## config.mk

```make
export PLATFORM = sky130hd
export DESIGN_NAME = fnd_timer_display
export DESIGN_NICKNAME = d
export VERILOG_FILES = /design/src/rtl/fnd_timer_display.sv
export SDC_FILE = /design/constraint.sdc
export NUM_CORES = 1
export LEC_CHECK = 0
export CORE_MARGIN = 5
export CORE_UTILIZATION = 58
export DETAILED_ROUTE_END_ITERATION = 10
export PLACE_DENSITY = 0.9
export RECOVER_POWER = 50
export SETUP_SLACK_MARGIN = 0.02
export SYNTH_ARGS = -nofsm -noshare
export SYNTH_HDL_FRONTEND = slang
export SYNTH_SLANG_ARGS = --single-unit
```

## constraint.sdc

```tcl
create_clock -name iClk -period 6.55 [get_ports iClk]
set_input_delay 0.9825 -clock iClk [delete_from_list [all_inputs] [get_ports iClk]]
set_output_delay 0.9825 -clock iClk [all_outputs]
set_load 0.005 [all_outputs]
```

## src/rtl/fnd_timer_display.sv

```systemverilog
// fnd_timer_display: 4-digit common-anode 7-segment driver for the Timer.
// Scans digits, selects HH.MM / SS.cc page, blinks the edited field and
// flashes the whole display for ALARM_TOGGLES blink phases after iEnd rises.
// Optional macro: FND_LEADING_ZERO_BLANK_EN blanks a leading hour-tens zero.
module fnd_timer_display #(
    parameter int SYS_CLK_HZ    = 100_000_000,
    parameter int SCAN_HZ       = 4_000,
    parameter int BLINK_HZ      = 2,
    parameter int ALARM_TOGGLES = 20
) (
    input  logic       iClk,
    input  logic       iRst,
    input  logic [1:0] iSet,
    input  logic [6:0] imSec,
    input  logic [5:0] iSec,
    input  logic [5:0] iMin,
    input  logic [4:0] iHour,
    input  logic       iEnd,
    input  logic       iPage,
    output logic [3:0] oFnd_Com,
    output logic [7:0] oFnd_Data
);

    localparam int SCAN_DIV  = SYS_CLK_HZ / SCAN_HZ;
    localparam int BLINK_DIV = SYS_CLK_HZ / (2 * BLINK_HZ);
    localparam int SCAN_W    = (SCAN_DIV > 1) ? $clog2(SCAN_DIV) : 1;
    localparam int BLINK_W   = (BLINK_DIV > 1) ? $clog2(BLINK_DIV) : 1;
    localparam int ALARM_W   = $clog2(ALARM_TOGGLES + 1);

    localparam logic [SCAN_W-1:0]  SCAN_LAST  = SCAN_W'(SCAN_DIV - 1);
    localparam logic [BLINK_W-1:0] BLINK_LAST = BLINK_W'(BLINK_DIV - 1);
    localparam logic [ALARM_W-1:0] ALARM_LOAD = ALARM_W'(ALARM_TOGGLES);

    localparam logic [7:0] SEG_BLANK = 8'hFF;
    localparam logic [7:0] SEG_DASH  = 8'hBF;

    logic [SCAN_W-1:0]  scanCnt;
    logic [BLINK_W-1:0] blinkCnt;
    logic [1:0]         digitIdx;
    logic               blinkPhase;
    logic [ALARM_W-1:0] alarmCnt;
    logic               endReg;
    logic               endPrev;

    logic       scanTick;
    logic       phaseTick;
    logic       endRise;
    logic       pageSel;
    logic [6:0] hiVal;
    logic [6:0] loVal;
    logic [6:0] fieldVal;
    logic [6:0] digitVal;
    logic       fieldBlank;
    logic [7:0] segNext;
    logic [3:0] comNext;

    // 7-bit value 0..9 to active-low segment pattern; anything else blank
    function automatic logic [7:0] glyph(input logic [6:0] d);
        case (d)
            7'd0:    glyph = 8'hC0;
            7'd1:    glyph = 8'hF9;
            7'd2:    glyph = 8'hA4;
            7'd3:    glyph = 8'hB0;
            7'd4:    glyph = 8'h99;
            7'd5:    glyph = 8'h92;
            7'd6:    glyph = 8'h82;
            7'd7:    glyph = 8'hF8;
            7'd8:    glyph = 8'h80;
            7'd9:    glyph = 8'h90;
            default: glyph = 8'hFF;
        endcase
    endfunction

    assign scanTick  = (scanCnt == SCAN_LAST);
    assign phaseTick = (blinkCnt == BLINK_LAST);
    assign endRise   = endReg & ~endPrev;

    // Scan divider and digit index; index moves on the edge that ends a scan slot
    always_ff @(posedge iClk or posedge iRst) begin
        if (iRst) begin
            scanCnt  <= '0;
            digitIdx <= 2'd0;
        end else if (scanTick) begin
            scanCnt  <= '0;
            digitIdx <= digitIdx + 2'd1;
        end else begin
            scanCnt  <= scanCnt + 1'b1;
        end
    end

    // Free-running blink phase, independent of the scan
    always_ff @(posedge iClk or posedge iRst) begin
        if (iRst) begin
            blinkCnt   <= '0;
            blinkPhase <= 1'b0;
        end else if (phaseTick) begin
            blinkCnt   <= '0;
            blinkPhase <= ~blinkPhase;
        end else begin
            blinkCnt   <= blinkCnt + 1'b1;
        end
    end

    // iEnd edge detect and alarm toggle budget; a fresh rise wins over a decrement
    always_ff @(posedge iClk or posedge iRst) begin
        if (iRst) begin
            endReg   <= 1'b0;
            endPrev  <= 1'b0;
            alarmCnt <= '0;
        end else begin
            endReg  <= iEnd;
            endPrev <= endReg;
            if (endRise)
                alarmCnt <= ALARM_LOAD;
            else if (phaseTick && alarmCnt != '0)
                alarmCnt <= alarmCnt - 1'b1;
        end
    end

    // Digit content for the current index, with blink/alarm blanking and dp
    always_comb begin
        case (iSet)
            2'b10, 2'b01: pageSel = 1'b0;
            2'b11:        pageSel = 1'b1;
            default:      pageSel = iPage;
        endcase

        hiVal    = pageSel ? {1'b0, iSec} : {2'b00, iHour};
        loVal    = pageSel ? imSec : {1'b0, iMin};
        fieldVal = digitIdx[1] ? hiVal : loVal;
        digitVal = digitIdx[0] ? (fieldVal / 7'd10) : (fieldVal % 7'd10);

        if (fieldVal > 7'd99)
            segNext = SEG_DASH;
        else
            segNext = glyph(digitVal);

`ifdef FND_LEADING_ZERO_BLANK_EN
        if (!pageSel && digitIdx == 2'd3 && iHour < 5'd10)
            segNext = SEG_BLANK;
`endif

        // hour and sec live on the left pair, min on the right pair
        case (iSet)
            2'b10, 2'b11: fieldBlank = digitIdx[1];
            2'b01:        fieldBlank = ~digitIdx[1];
            default:      fieldBlank = 1'b0;
        endcase

        // alarm and field blink blank on the same phase, so one test covers both
        if (blinkPhase && (fieldBlank || alarmCnt != '0))
            segNext = SEG_BLANK;

        if (digitIdx == 2'd2 && segNext != SEG_BLANK)
            segNext[7] = 1'b0;

        comNext = ~(4'b0001 << digitIdx);
    end

    // Anodes and segments registered together so they switch on the same edge
    always_ff @(posedge iClk or posedge iRst) begin
        if (iRst) begin
            oFnd_Com  <= 4'b1111;
            oFnd_Data <= SEG_BLANK;
        end else begin
            oFnd_Com  <= comNext;
            oFnd_Data <= segNext;
        end
    end

endmodule
```

==> Word level (Yosys, flattened, before mapping) <==
Memory sizes are Yosys's and may differ from the RTL's.
Index checks and enable logic that the tools add are counted.
{ "op_classes": {"addsub": 4, "n_mul": 0, "div_mod_pow": 2, "n_lt_le_gt_ge": 1, "n_eq_ne": 7, "shift": 1, "n_mux": 14, "n_bitwise": 5, "n_reduce_logical": 9} }
{ "op_table": {"columns": ["op", "n"], "rows": [
  ["adder 25 x 1 -> 25 bit, second input constant", 1],
  ["equality test 25 bit, second input constant", 1],
  ["two-way mux 25 bit", 1],
  ["two-way mux 8 bit", 3],
  ["two-way mux 7 bit", 3],
  ["adder 15 x 1 -> 15 bit, second input constant", 1],
  ["equality test 15 bit, second input constant", 1],
  ["two-way mux 15 bit", 1],
  ["two-way mux 5 bit", 2],
  ["inequality test 8 bit, second input constant", 1],
  ["divider 7 x 4 -> 7 bit, second input constant", 1],
  ["greater-than comparator 7 bit, second input constant", 1],
  ["remainder unit 7 x 4 -> 7 bit, second input constant", 1],
  ["equality test 2 bit, second input constant", 3],
  ["two-way mux 6 bit", 1],
  ["nonzero test 5 bit", 1],
  ["subtractor 5 x 1 -> 5 bit, second input constant", 1],
  ["inverter 4 bit", 1],
  ["one-hot mux 1 bit (2 select lines)", 2],
  ["OR reduction 2 bit", 2],
  ["<< shifter 1 x 2 -> 4 bit, first input constant", 1],
  ["logical AND 1 bit", 3],
  ["logical NOT 3 bit", 1],
  ["inverter 1 bit", 3],
  ["6 further kinds", 6]
]} }
{ "word_totals": {"regBits": 62, "latchBits": 0, "ramBits": 0, "mem_bits_ro": 112, "inputBits": 30, "output_inout_bits": 12, "elab_cells": 53, "n_memories": 1} }
{ "memory_table": {"columns": ["name", "words", "width", "read_ports", "rd_ports_with_merged_regs", "write_ports", "line", "rtl"], "rows": [
  ["(name not given)", 16, 7, 1, 0, 0, "59", "case (d)"]
]} }

==> Depth between registers and ports, before layout <==
Gate-level depths: netlist of the first run.
{ "logic_depth": {"ltp_word": 14, "depth_mapped": 32, "ltp_nobuf": 30} }

==> Least setup slack after synthesis of the first run <==
No wires, ideal clock.
{ "synth_path": {"kind": "input to register", "startpoint": "input iSet[0]", "endpoint": "register oFnd_Data[3]", "setup_time_ns": 0.098, "t_arrival_ns": 6.600, "t_required_ns": 6.452, "setup_slack_ns": -0.148, "cell_stages": 29, "path_buffers": 1, "path_cell_list": "and2b_2 mux2i_1 mux4_2 inv_1 ha_1 inv_1 a31oi_4 xnor2_2 inv_1 ha_1 clkbuf_8 inv_1 o31a_2 a221oi_2 a21oi_1 ha_1 a21boi_0 o21ai_2 xnor2_1 inv_1 ha_1 or2_2 o221ai_2 o21ai_1 and2_4 mux2_4 ha_1 and2_4 o311ai_1"} }
{ "synth_via": {"elab_chain_cells": 11, "word_cells_on_any_way": 21, "classes_between": "2 x div; 1 x order compare; 3 x eq/ne; 9 x mux; 5 x reduce/logical; 1 x memory"} }
{ "synth_lines": {"columns": ["item", "line", "rtl"], "rows": [
  ["from (decl)", "13", "input logic [1:0] iSet,"],
  ["equality test 2 x 1 -> 1 bit or equality test 2 bit (tied branches)", "122, 144", null],
  ["OR reduction 2 bit", "122", "case (iSet)"],
  ["one-hot mux 1 bit (2 select lines)", "122", null],
  ["two-way mux 7 bit or two-way mux 6 bit (tied branches)", "129, 128", null],
  ["two-way mux 7 bit", "130", "fieldVal = digitIdx[1] ? hiVal : loVal;"],
  ["remainder unit 7 x 4 -> 7 bit or divider 7 x 4 -> 7 bit (tied branches)", "131", "digitVal = digitIdx[0] ? (fieldVal / 7'd10) : (fieldVal % 7'd10);"],
  ["two-way mux 7 bit", "131", null],
  ["memory read (16 x 7 bit) or logical NOT 3 bit (tied branches)", null, null],
  ["two-way mux 8 bit", "59", null],
  ["two-way mux 8 bit", "133", "if (fieldVal > 7'd99)"],
  ["two-way mux 8 bit *", "151", "if (blinkPhase && (fieldBlank || alarmCnt != '0))"],
  ["named net segNext[3]", "54", "logic [7:0] segNext;"],
  ["to (signal assigned)", "167", "oFnd_Data <= segNext;"],
  ["to (decl)", "21", "output logic [7:0] oFnd_Data"]
]} }
The timed path passes the listed nets; every way through them passes the cells marked *.
A chain may end at the register's enable or synchronous reset.

==> Worst setup path after layout of the first run <==
{ "layout_path": {"startpoint": "input iSet[1]", "endpoint": "register oFnd_Data[3]"} }
The elaborated chain is that of the path after synthesis.

==> metrics, run 1 <==
layout cells sized above 1 21.2%; antenna fix cells 0; Die X 97.3 um; Pwr Density 235 nW/um2; top post-synthesis cells by area dfrtp_1 (28%), dfstp_2 (7.1%), xor2_1 (5.9%), ha_1 (4.8%), nor2_1 (4.2%); peak supply drop 0.127 mV; synthesized area 4420 um2; CP Launch Type primary input; largest area contributor in the netlist dfrtp_1; warnings from Yosys 0; Cell variety after synth 91; crit-path max cell delay 0.48 ns; slew of the pin with the lowest slew margin 3.14 ns; Setup CP Type primary input to flop; die height 97.3 um; grt total ovfl 0; first-pass GRT wire length 18.7 mm; failing checks capacitance limit, slew limit; HP Class flop to flop; fin util 72.3%; flops & latches, synth 62; core area 7330 um2; initial antenna violation count 0; later-pin clock latency in the skew report 0.33 ns; synthesized area per cell 9.53 um2; initial drt markers 158; Hold Vio Cnt, Final 0; nets 579; routability cong. 0.925; Post-synth EDFFs 0; Final setup viols 0; Worst Path Max Fanout 5; Yosys top cell area share 28.3%; Required @ worst endpoint 6.78 ns; status finished, violations left; Vias/cell 6.12; Final ANT Viol Nets 0; vias in the first global route 3,980; Fin Setup TNS 0 ns; Multi-input gate area 2700 um2; TritonCTS Buffers 9; largest net degree at the start of global routing 63; Main synth FF type dfrtp_1; CTS tree done; worst path buffer plus inverter count 6; DR WL/cell 17.4 um; Worst EP arrival 6.42 ns; min Tclk post-route 6.18 ns; most used cell, CP inv_1; I/O Buffers 41; Tot GR Track Use 23.5%; Final Slew Violations 63; Max-slew headroom -109%; Max Cap Viol 1; syn_nets 511; Ports 42; Post-synth ARST share 100%; family with the most delay on the worst path compound AO/OA/AOI/OAI gates; Tcrit/Tclk final 94.4%; post-synthesis sequential area ratio 35.4%; RSZ-0062 raised after global routing false; Die ar. 9470 um2; WL final 11.1 mm; register area 1570 um2; clock tree buffer depth 2; Root Buffer clkbuf_8; Reg clk slew, reported paths 0.06 ns; area grow syn2layout 19.9%; DRC viols 0; nature of the critical path endpoint flop; Post-Syn Instances 464; achievable clock frequency 162 MHz; Placement Rows 31; Fill cells 481; Clock Skew 0.00631 ns; vias 3,894; crit path max-delay cell type clkdlybuf4s50_1; clock sinks 62; Leakage 2.31 nW; post-DP HPWL 8.22 mm; Initial Util 60.3%; CTS H-tree lvls 3; router iterations before antenna repair 5
## registers in the layout (all words and copies together) (netlist names)
name / count
blinkCnt: 25
scanCnt: 15
oFnd_Data: 8
alarmCnt: 5
oFnd_Com: 4
digitIdx: 2
blinkPhase: 1
endPrev: 1
endReg: 1
## through the flow
stage | area (um2) | setup WS [ns] | power [W] | instances | hold slack (ns)
after floorplan | 4420 | 0.0780 | 0.000774 | 464 | 0.368
after global placement | 5070 | 0.0667 | 0.000904 | 619 | 0.389
after detailed placement | 5070 | -0.173 | 0.000925 | 619 | 0.392
after CTS | 5250 | 0.143 | 0.00124 | 635 | 0.414
after global routing | 5300 | 0.0905 | 0.00131 | 636 | 0.424
final | 5300 | 0.369 | 0.00125 | 636 | 0.409
## cells by family after synthesis
| kind of cell | synth area share (%) |
|---|---|
| AND/OR/NAND/NOR | 21.5 |
| XOR/XNOR | 9.48 |
| buffers and inverters | 4.59 |
| adder cells (fa/ha/maj) | 4.81 |
| AO/OA/AOI/OAI | 17.4 |
| multiplexers | 6.71 |
| flip-flops | 35.4 |
## area by class of cell
cell class	instances	area share, %
clock buffers	13	3.19
clock inverters	3	0.331
inverters	21	1.49
multi-input cells	366	50.9
flip-flops and latches	62	29.6
well taps	99	2.34
repair buffers	72	12.2
## worst paths after layout
| path | start | to | slack (ns) | depth (start not counted) |
|---|---|---|---|---|
| setup / recovery | iSet[1] | oFnd_Data[3] | 0.37 | 29 |
| hold / removal | endReg | endPrev | 0.41 | 0 |
| setup reg to reg | digitIdx[1] | oFnd_Data[3] | 1.10 | 28 |
| hold reg to reg | endReg | endPrev | 0.41 | 0 |
| max in group asynchronous | iRst | alarmCnt[1] | 2.47 | 3 |
| min in group asynchronous | iRst | blinkCnt[11] | 2.28 | 3 |
## cell usage after synthesis (3+ instances only)
| cell type | n |
|---|---|
| nor2_1 | 49 |
| xor2_1 | 30 |
| inv_1 | 18 |
| dfstp_2 | 12 |
| o311ai_0 | 3 |
| nor3_1 | 9 |
| ha_1 | 17 |
| a21oi_1 | 13 |
| nand4_1 | 3 |
| o21ai_2 | 3 |
| buf_6 | 5 |
| nand3_1 | 33 |
| o21ai_0 | 11 |
| xnor2_1 | 16 |
| nand2b_1 | 6 |
| mux2_2 | 7 |
| o211ai_1 | 3 |
| nand2_1 | 34 |
| nor2b_1 | 5 |
| a211o_1 | 5 |
| o311ai_1 | 4 |
| mux2i_1 | 9 |
| a211oi_1 | 6 |
| mux4_2 | 4 |
| dfrtp_1 | 50 |
| nor4_1 | 6 |
| and3_1 | 8 |
| and2_1 | 4 |
| a21o_1 | 4 |
| o31ai_1 | 6 |
| clkbuf_1 | 3 |
## per-layer routing
layer	track usage [%]	share of wire, %	up-vias	wire [um]
li1	-	-	1818	-
met1	28.3	40	1923	4410
met2	42.6	54	123	5940
met3	3.88	4.0	30	441
met4	7.77	2.5	0	272
met5	0	0	-	0
## power breakdown
group          internal [W]  switching [W]  total [W]
clock network      0.000167       0.000143   0.000310
registers          0.000410     0.00000425   0.000414
logic              0.000247       0.000276   0.000523
total              0.000823       0.000423    0.00125
## cell usage in the layout, fill, tap and decap left out, types with 11 or more instances in the layout
cell,synthesis,final
buf_4,2,30
dfstp_2,12,12
nor2_1,49,49
xnor2_1,16,15
dfrtp_1,50,50
nand3_1,33,33
a21oi_1,13,12
xor2_1,30,30
clkbuf_8,2,12
o21ai_0,11,11
nand2_1,34,34
inv_1,18,17
clkdlybuf4s50_1,0,37
ha_1,17,13
## what timing repair did
item,CTS,global route
gates resized for setup,0,10
buffers inserted,0,1
hold buffers,0,0
endpoints found under the setup margin,0,4
Power figures use the tool's default switching activity.
==> inputs of run 2 (changes only) <==
- CTS_CLUSTER_SIZE: not set -> 8
- GPL_ROUTABILITY_DRIVEN: not set -> 0
==> metrics, run 2 (synthesis results as in run 1) <==
combinational share of power 41.1%; CTS resizes 0; Tcrit/Tclk final 95.1%; later-pin clock latency in the skew report 0.35 ns; slew of the pin with the lowest slew margin 3.22 ns; achievable clock frequency 161 MHz; Root Buffer clkbuf_8; grt total ovfl 0; Clk pwr share 26.3%; WL final 11.0 mm; die height 97.3 um; initial drt markers 232; Tot GR Track Use 23.1%; Pwr Density 239 nW/um2; CTS H-tree lvls 3; DR WL/cell 17.4 um; vias in the first global route 4,004; fin area 5310 um2; clock tree buffer depth 2; Ports 42; CP Launch Type primary input; Reg with most FFs blinkCnt; Multi-input gate area 2710 um2; HP Class flop to flop; Setup CP Type primary input to flop; Sequential Power Share 32.5%; Post-CTS Hold Buffers 0; status finished, violations left; antenna fix cells 0; vias 3,967; initial antenna violation count 0; Final setup viols 0; failing checks capacitance limit, slew limit; min Tclk post-route 6.23 ns; Die X 97.3 um; Placement Rows 31; layout cells sized above 1 21.1%; first-pass GRT wire length 18.3 mm; TritonCTS Buffers 9; commonest non-fill, non-tap cell in the layout dfrtp_1; R2R cell count 28; Vias/cell 6.25; Die ar. 9470 um2; most frequent cells in the layout dfrtp_1 (50), nor2_1 (49), clkdlybuf4s50_1 (38); Clock Skew 0.00711 ns; total internal power 0.000832 W; Switching Fraction 34.6%; router iterations before antenna repair 5; nature of the critical path endpoint flop; DRC viols 0; Max Cap Viol 1; Fill cells 469; Worst EP arrival 6.48 ns; post-CTS repair timing setup buffer count 0; core area 7330 um2; Required @ worst endpoint 6.80 ns; peak supply drop 0.151 mV; number of flip-flops in the largest register 25; biggest registers after layout blinkCnt (25), scanCnt (15), oFnd_Data (8); nets 578; Final ANT Viol Nets 0; total power 0.00127 W; area grow syn2layout 20.1%; Initial Util 60.3%; Leakage 2.30 nW; Reg2Reg Setup Slack 1.15 ns; I/O Buffers 41; Hold Vio Cnt, Final 0; Cell Area, Placed 5070 um2; Worst Path Max Fanout 13; largest net degree at the start of global routing 63; RSZ-0062 raised after global routing false; Final Slew Violations 63; register area 1570 um2; Max-slew headroom -115%; clock sinks 62; Reg clk slew, reported paths 0.08 ns; switching pwr 0.000439 W; post-DP HPWL 8.10 mm; hold path depth 0; CTS tree done
==> run 2: cell types whose count changed in the layout (fill, tap and decap cells not counted), sizes merged <==
cell,delta
clkdlybuf4s50,+1
buf,-1
dlymetal6s2s,-1
clkbuf,-4
bufinv,+1
inv,+1
clkinv,+2
==> run 2: path summary, 6_finish.rpt <==
| path | start | end |
|---|---|---|
| setup / recovery | iSet[0] | oFnd_Data[3] |
| hold / removal | endReg | endPrev |
| setup reg to reg | digitIdx[1] | oFnd_Data[3] |
| hold reg to reg | endReg | endPrev |
| max in group asynchronous | iRst | endPrev |
| min in group asynchronous | iRst | blinkCnt[12] |
==> run 2: area by class of cell <==
type | count | area share [%]
timing repair buffer | 71 | 11.9
clock inverter | 7 | 1.39
multi-input combinational | 366 | 51.0
tap | 99 | 2.33
inverter | 21 | 1.48
clock buffer | 9 | 2.33
sequential | 62 | 29.5
==> run 2: power by group through the flow <==
stage,clock network (W),registers (W),logic [W]
after floorplan,0,0.000422,0.000352
after global placement,0,0.000421,0.000483
after detailed placement,0,0.000421,0.000504
after CTS,0.000338,0.000414,0.000507
after global routing,0.000357,0.000415,0.000565
final,0.000335,0.000413,0.000523
==> run 2: metrics by stage <==
stage          worst slack, ns  hold slack [ns]  std cells  util [%]  setup TNS, ns
2_1_floorplan           0.0780            0.368        464         -              0
3_3_place_gp            0.0813            0.384        619      69.1              0
3_5_place_dp            -0.183            0.388        619      69.1         -0.363
4_1_cts                  0.119            0.403        635      71.8              0
5_1_grt                 0.0429            0.413        635      72.4              0
6_report                 0.321            0.399        635      72.4              0
==> run 2: worst max-delay path, stage by stage <==
cell	delay (ns)
clkdlybuf4s50_1	0.48
buf_4	0.20
and3b_1	0.20
a211o_1	0.28
a21o_1	0.18
inv_2	0.06
buf_4	0.12
ha_1	0.19
nor2_1	0.06
o2bb2ai_1	0.19
or3_4	0.40
a221oi_4	0.34
a21oi_2	0.09
ha_1	0.24
a21boi_2	0.22
o21ai_2	0.10
xnor2_2	0.16
inv_1	0.09
ha_2	0.20
or2_2	0.32
o221ai_2	0.19
o21ai_1	0.11
and2_4	0.15
mux2_4	0.26
ha_1	0.29
and2_4	0.14
o311ai_1	0.23
==> run 2: metal layers <==
layer / track usage, % / vias to the layer above / part of all wire, %
li1: - / 1821 / -
met1: 27.5 / 1981 / 39
met2: 41.9 / 144 / 54
met3: 3.88 / 21 / 5.3
met4: 7.67 / 0 / 1.9
met5: 0 / - / 0
